### config.mk
export PLATFORM = sky130hd
export DESIGN_NAME = ibex_axi_sram
export DESIGN_NICKNAME = d
export VERILOG_FILES = /design/src/rtl/ibex_axi_pkg.sv /design/src/rtl/ibex_axi_sram.sv
export SDC_FILE = /design/constraint.sdc
export NUM_CORES = 1
export LEC_CHECK = 0
export CAP_MARGIN = 5
export CORE_MARGIN = 8
export CORE_UTILIZATION = 25
export CTS_BUF_LIST = sky130_fd_sc_hd__clkbuf_8
export CTS_CLUSTER_DIAMETER = 200
export DETAILED_ROUTE_END_ITERATION = 7
export PLACE_DENSITY = 0.64
export SLEW_MARGIN = 10
export SYNTH_ARGS = -nofsm -noshare
export SYNTH_HDL_FRONTEND = slang
export SYNTH_SLANG_ARGS = --single-unit
### constraint.sdc
create_clock -name clk_i -period 3 [get_ports clk_i]
set_clock_uncertainty 0.2 [all_clocks]
set_input_delay 0.75 -clock clk_i [delete_from_list [all_inputs] [get_ports clk_i]]
set_output_delay 0.75 -clock clk_i [all_outputs]
set_load 0.02 [all_outputs]
### src/rtl/ibex_axi_pkg.sv
// Shared AXI4 request/response structs for the SRAM slave: 4-bit id, 32-bit address and data.
package ibex_axi_pkg;

    typedef struct packed {
        logic [3:0]  id;
        logic [31:0] addr;
        logic [7:0]  len;
        logic [2:0]  size;
        logic [1:0]  burst;
    } axi_ax_t;

    typedef struct packed {
        logic [31:0] data;
        logic [3:0]  strb;
        logic        last;
    } axi_w_t;

    typedef struct packed {
        logic [3:0] id;
        logic [1:0] resp;
    } axi_b_t;

    typedef struct packed {
        logic [3:0]  id;
        logic [31:0] data;
        logic [1:0]  resp;
        logic        last;
    } axi_r_t;

    typedef struct packed {
        axi_ax_t aw;
        logic    aw_valid;
        axi_w_t  w;
        logic    w_valid;
        logic    b_ready;
        axi_ax_t ar;
        logic    ar_valid;
        logic    r_ready;
    } axi_req_t;

    typedef struct packed {
        logic   aw_ready;
        logic   w_ready;
        axi_b_t b;
        logic   b_valid;
        logic   ar_ready;
        axi_r_t r;
        logic   r_valid;
    } axi_rsp_t;

endpackage

### src/rtl/ibex_axi_sram.sv
// AXI4 slave in front of a single-port 32-bit SRAM; one transaction at a time, one word per cycle.
module ibex_axi_sram #(
    parameter type         axi_req_t = ibex_axi_pkg::axi_req_t,
    parameter type         axi_rsp_t = ibex_axi_pkg::axi_rsp_t,
    parameter logic [31:0] BaseAddr  = 32'h0000_0000,
    parameter int unsigned MemWords  = 16384,
    localparam int unsigned MemAw    = $clog2(MemWords)
) (
    input  logic             clk_i,
    input  logic             rst_ni,
    input  axi_req_t         axi_req_i,
    output axi_rsp_t         axi_rsp_o,
    output logic             mem_req_o,
    output logic             mem_we_o,
    output logic [MemAw-1:0] mem_addr_o,
    output logic [31:0]      mem_wdata_o,
    output logic [3:0]       mem_be_o,
    input  logic [31:0]      mem_rdata_i
);

    localparam logic [32:0] MemBytes = 33'(MemWords) << 2;

    typedef enum logic [2:0] {IDLE, WR_DATA, WR_RESP, RD_REQ, RD_CAP, RD_RESP} state_e;

    state_e      state_q, state_d;
    logic [3:0]  id_q, id_d;
    logic [31:0] addr_q, addr_d;
    logic [7:0]  cnt_q, cnt_d;
    logic [2:0]  size_q, size_d;
    logic [1:0]  burst_q, burst_d;
    logic        err_q, err_d;      // sticky for writes, per-beat for reads
    logic [31:0] rdata_q, rdata_d;
    logic        prio_q, prio_d;    // 0: write wins a tie, 1: read wins

    logic [31:0] off, word_off, next_addr;
    logic        in_range, grant_w, grant_r;
    logic        unused_bits;

    // Beat decode: range check against the served window and next-beat address
    always_comb begin
        off       = addr_q - BaseAddr;
        word_off  = off >> 2;
        in_range  = (addr_q >= BaseAddr) && ({1'b0, off} < MemBytes);
        next_addr = (burst_q == 2'b00) ? addr_q : addr_q + (32'd1 << size_q);
    end

    assign mem_addr_o  = word_off[MemAw-1:0];
    assign unused_bits = ^{axi_req_i.w.last, off};

    // Transaction FSM: arbitration, beat sequencing and all handshake outputs
    always_comb begin
        state_d     = state_q;
        id_d        = id_q;
        addr_d      = addr_q;
        cnt_d       = cnt_q;
        size_d      = size_q;
        burst_d     = burst_q;
        err_d       = err_q;
        rdata_d     = rdata_q;
        prio_d      = prio_q;
        axi_rsp_o   = '0;
        mem_req_o   = 1'b0;
        mem_we_o    = 1'b0;
        mem_be_o    = 4'hF;
        mem_wdata_o = axi_req_i.w.data;
        grant_w     = axi_req_i.aw_valid && (!axi_req_i.ar_valid || !prio_q);
        grant_r     = axi_req_i.ar_valid && !grant_w;
        case (state_q)
            IDLE: begin
                axi_rsp_o.aw_ready = grant_w;
                axi_rsp_o.ar_ready = grant_r;
                if (grant_w) begin
                    id_d    = axi_req_i.aw.id;
                    addr_d  = axi_req_i.aw.addr;
                    cnt_d   = axi_req_i.aw.len;
                    size_d  = axi_req_i.aw.size;
                    burst_d = axi_req_i.aw.burst;
                    err_d   = 1'b0;
                    prio_d  = ~prio_q;
                    state_d = WR_DATA;
                end else if (grant_r) begin
                    id_d    = axi_req_i.ar.id;
                    addr_d  = axi_req_i.ar.addr;
                    cnt_d   = axi_req_i.ar.len;
                    size_d  = axi_req_i.ar.size;
                    burst_d = axi_req_i.ar.burst;
                    err_d   = 1'b0;
                    prio_d  = ~prio_q;
                    state_d = RD_REQ;
                end
            end
            WR_DATA: begin
                axi_rsp_o.w_ready = 1'b1;
                mem_be_o          = axi_req_i.w.strb;
                if (axi_req_i.w_valid) begin
                    if (in_range) begin
                        mem_req_o = 1'b1;
                        mem_we_o  = 1'b1;
                    end else begin
                        err_d = 1'b1;
                    end
                    // beat count alone ends the burst; w.last is not trusted
                    if (cnt_q == 8'd0) begin
                        state_d = WR_RESP;
                    end else begin
                        cnt_d  = cnt_q - 8'd1;
                        addr_d = next_addr;
                    end
                end
            end
            WR_RESP: begin
                axi_rsp_o.b_valid = 1'b1;
                axi_rsp_o.b.id    = id_q;
                axi_rsp_o.b.resp  = err_q ? 2'b11 : 2'b00;
                if (axi_req_i.b_ready) state_d = IDLE;
            end
            RD_REQ: begin
                mem_req_o = in_range;
                err_d     = !in_range;
                state_d   = RD_CAP;
            end
            RD_CAP: begin
                rdata_d = err_q ? 32'h0 : mem_rdata_i;
                state_d = RD_RESP;
            end
            RD_RESP: begin
                axi_rsp_o.r_valid = 1'b1;
                axi_rsp_o.r.id    = id_q;
                axi_rsp_o.r.data  = rdata_q;
                axi_rsp_o.r.resp  = err_q ? 2'b11 : 2'b00;
                axi_rsp_o.r.last  = (cnt_q == 8'd0);
                if (axi_req_i.r_ready) begin
                    if (cnt_q == 8'd0) begin
                        state_d = IDLE;
                    end else begin
                        cnt_d   = cnt_q - 8'd1;
                        addr_d  = next_addr;
                        state_d = RD_REQ;
                    end
                end
            end
            default: state_d = IDLE;
        endcase
    end

    // State registers; reset drops any in-flight transaction
    always_ff @(posedge clk_i or negedge rst_ni) begin
        if (!rst_ni) begin
            state_q <= IDLE;
            id_q    <= '0;
            addr_q  <= '0;
            cnt_q   <= '0;
            size_q  <= '0;
            burst_q <= '0;
            err_q   <= 1'b0;
            rdata_q <= '0;
            prio_q  <= 1'b0;
        end else begin
            state_q <= state_d;
            id_q    <= id_d;
            addr_q  <= addr_d;
            cnt_q   <= cnt_d;
            size_q  <= size_d;
            burst_q <= burst_d;
            err_q   <= err_d;
            rdata_q <= rdata_d;
            prio_q  <= prio_d;
        end
    end

endmodule

=== After elaboration in Yosys (flattened, before gate mapping) ===
Cells that the tools add are included.

* Input bits: 174
* Logic and storage cells: 90
* Register bits: 86
* Output and inout bits: 102

* $lt $le $gt $ge: 2
* Eq/ne operators: 11
* Add/sub/neg operators: 2
* Shift-type cells: 1
* Mux-type cells: 46
* Reductions and logical operators: 18
* Bitwise logic cells: 1

{| class="wikitable"
|+ Operators with widths
! kind !! count
|-
| 32-bit two-way mux || 7
|-
| 32-bit one-hot mux with 3 select lines || 1
|-
| 40-bit two-way mux || 1
|-
| 8-bit two-way mux || 5
|-
| 32-bit adder || 1
|-
| 32-bit by 1-bit greater-or-equal comparator with 1-bit output, second input constant || 1
|-
| 32-bit by 17-bit less-than comparator with 1-bit output, second input constant || 1
|-
| 1-bit by 3-bit << shifter with 32-bit output, first input constant || 1
|-
| 3-bit two-way mux || 8
|-
| 8-bit one-hot mux with 3 select lines || 1
|-
| 3-bit one-hot mux with 6 select lines || 1
|-
| 1-bit two-way mux || 12
|-
| 4-bit two-way mux || 3
|-
| 2-bit != test, second input constant || 5
|-
| 8-bit zero test || 1
|-
| 2-bit two-way mux || 4
|-
| 4-bit AND reduction || 2
|-
| 8-bit by 1-bit subtractor with 8-bit output, second input constant || 1
|-
| 7-bit two-way mux || 1
|-
| 3-bit by 2-bit equality test with 1-bit output, second input constant || 2
|-
| 3-bit equality test, second input constant || 2
|-
| 3-bit nonzero test || 2
|-
| 5-bit AND reduction || 1
|-
| 1-bit zero test || 4
|-
| other kinds (11) || 13
|}

=== Logic depth before layout (Yosys ltp) ===
* Word-level depth: 8
* Mapped depth: 10
* Depth with buffers taken out: 8

=== Worst setup path before layout ===
OpenSTA, ideal clock, no wires.

* Path type: in2out
* Start: input axi_req_i[90] (netlist name)
* End: output axi_rsp_o[49] (netlist name)
* Path buffers: 2
* Stages on the path: 4
* Required time: 2050 ps
* Setup slack: 56 ps
* Arrival: 1994 ps
* Cell sequence: a21bo_2 -> clkbuf_1 -> buf_1 -> nor4_1

{| class="wikitable"
|+ RTL lines
! what !! line !! text
|-
| from (decl) || ibex_axi_sram.sv:11 || <nowiki>input axi_req_t axi_req_i,</nowiki>
|-
| to (decl) || ibex_axi_sram.sv:12 || <nowiki>output axi_rsp_t axi_rsp_o,</nowiki>
|}

==> results.toml <==
[pwr]
p_total_mw = 7.972
ir_drop_mv = 0.3647
powerDensity_nw_per_um2 = 905.1
leakage_nw = 4.065

[sta]
slew_headroom_pct = 54.11
fin_hold_ws_ns = 0.09428
max_freq_ghz = 0.3418
rsz0062_at_grt = "false"
finalCritPeriodShare_pct = 97.52
worstMarginPinSlew_ns = 0.6884
period_minus_slack_ns = 2.926
finalSetupViolations = 0
finalHoldViolCount = 0
maxSlewViolCount = 0
setup_slack_ns = 0.07434
tns_ns = 0

[global_routing]
antenna_found_initial = 0
grt_pass1_wl_mm = 35.69
grt_max_degree = 65
grt-ovfl-total = 0
grt_usage_pct = 14.55
grt_pass1_vias = 6553

[logic_synthesis]
syn_inst = 795
synth-edff-count = 0
avgSynthCellArea_um2 = 7.789
ys_seq_elements = 86
synth_top_area_share_pct = 34.75
synth_area_leader_cell = "dfrtp_1"
syn_area_um2 = 6192
syn-num-nets = 980
synth_ff_type = "dfrtp_1"
synth_warnings = 0
synthArstFlopShare_pct = 100.0
yosysSeqAreaShare_pct = 34.75
synthTopCellsByArea = "dfrtp_1, nand2_1, o21ai_0"
ys_types = 72

[clock_tree]
cts-buffers-inserted = 9
cts_tree = "done"
cts_hold_buf = 0
ctsLongestPathBuffers = 2
clkTransAtPathRegs_ns = 0.11
cts-root-buf = "clkbuf_8"
clk_latency_ns = 0.38
cts_sinks = 86
cts_max_level = 3

[route]
wl_mm = 22.28
ant_nets = 0
first_pass_iters = 7
vias = 6304
wl_per_cell_um = 17.21
drtIter0Drc = 292
post-route-drc-count = 0
viasPerCell = 4.868

[placement]
hpwl_mm = 16.75
dp.cells = 1278
gp_congestion = 0.8412
port_buffers = 210
dp_slack_ns = -0.2570
place_area_um2 = 8601

[cells_and_area]
most-common-layout-cells = "nand2_1, clkdlybuf4s50_1, dfrtp_1"
stdcell_area_um2 = 8808
multi_input_area_um2 = 3478
finish.utilization_pct = 36.22
area_growth_pct = 42.25
n_antenna_cell = 0
final_common_cell = "nand2_1"
drive_above_1_share_pct = 10.92
layout.cells.non_filler = 1295
regArea_um2 = 2153
fill_cells = 2546
final_nets = 1151

[worst_setup_path]
crit_fanout = 3
cp.required_ns = 2.05
startpoint = "axi_req_i[90]"
start_kind = "input port"
path_class = "in2out"
timing.rr.start = "size_q[2]"
cp-end-kind = "primary output"
crit_arrival_ns = 1.98

[die]
initial_utilization_pct = 25.46
io_pins = 276
fp.dieW_um = 173.4
die_h_um = 173.4
core-area_um2 = 24320
dieArea_um2 = 30060
rows = 57

[hold_path]
worstHoldPathType = "in2async"

[job]
max_cap_violations = 0

[outcome]
status = "finished clean"
==> what timing repair did <==
item / CTS / global route
endpoints found under the setup margin: 53 / 20
resized for setup: 56 / 19
pin swaps: 0 / 2
setup buffers: 1 / 0
==> critical path, stage by stage <==
cell             delay [ns]
clkdlybuf4s50_1        0.47
a21bo_2                0.25
and4b_1                0.21
clkdlybuf4s15_1        0.30
==> state kept, by name, summed over array words and instances (netlist names) <==
register / flops
addr_q: 32
burst_q: 2
cnt_q: 8
err_q: 1
id_q: 4
prio_q: 1
rdata_q: 32
size_q: 3
state_q: 3
==> per-layer routing <==
layer | part of all wire, % | vias to the layer above | track usage [%]
li1 | - | 3116 | -
met1 | 41 | 2925 | 16.61
met2 | 48 | 228 | 24.95
met3 | 9.2 | 35 | 5.576
met4 | 1.9 | 0 | 4.024
met5 | 0 | - | 0
==> layout make-up <==
type | instances | share of cell area, %
clock inverter | 7 | 0.9091
timing repair buffer | 267 | 28.68
inverter | 11 | 0.4687
multi-input combinational | 591 | 39.49
tap | 324 | 4.602
clock buffer | 9 | 1.406
sequential | 86 | 24.45
==> synthesized netlist by cell type (3+ instances only) <==
| library cell | count |
|---|---|
| xnor2_1 | 3 |
| nor3_1 | 9 |
| a211oi_1 | 9 |
| o31ai_1 | 5 |
| nor4_1 | 9 |
| inv_1 | 11 |
| o211ai_1 | 8 |
| or4_1 | 3 |
| a311oi_1 | 5 |
| nand3_1 | 38 |
| and3_1 | 53 |
| nor3b_1 | 5 |
| nor4b_1 | 3 |
| a31oi_1 | 5 |
| dfrtp_1 | 86 |
| nand4_1 | 12 |
| nand2_1 | 185 |
| a2bb2oi_1 | 7 |
| and2_1 | 4 |
| o21ai_0 | 74 |
| a21oi_1 | 27 |
| mux2i_1 | 15 |
| nor2b_1 | 3 |
| buf_2 | 14 |
| buf_1 | 3 |
| clkbuf_1 | 41 |
| nor2_1 | 31 |
| ha_1 | 10 |
| or3_1 | 7 |
| a32o_1 | 3 |
| buf_4 | 49 |
| nand2b_1 | 3 |
| a22o_1 | 5 |
| o22a_1 | 3 |
==> worst paths after layout <==
kind | cells after the start | slack, ns | to
max reg2reg | 7 | 0.19 | addr_q[14]
min in group clk_i | 2 | 0.28 | rdata_q[22]
min | 1 | 0.09 | rdata_q[4]
max | 4 | 0.07 | axi_rsp_o[40]
max in group asynchronous | 2 | 1.82 | state_q[0]
min reg2reg | 2 | 0.28 | rdata_q[22]
==> kinds of logic (layout without fill, tap and decap cells) <==
logic type      after synthesis  in the layout  synth area share (%)
compound gates              176            176                 18.51
fa+ha+maj                    11             11                 2.344
xor+xnor                      5              5                0.7073
flops                        86             86                 34.75
mux                          16             16                 2.607
simple gates                383            383                 30.67
buf+inv                     118            294                 10.41
==> where the power goes <==
group	total [mW]	switching, mW	internal, mW
Sequential	2.19	0.492	1.70
Combinational	4.87	2.78	2.09
Clock	0.913	0.513	0.400
Total	7.97	3.78	4.19
No activity file was read; power rests on OpenSTA's default activity.
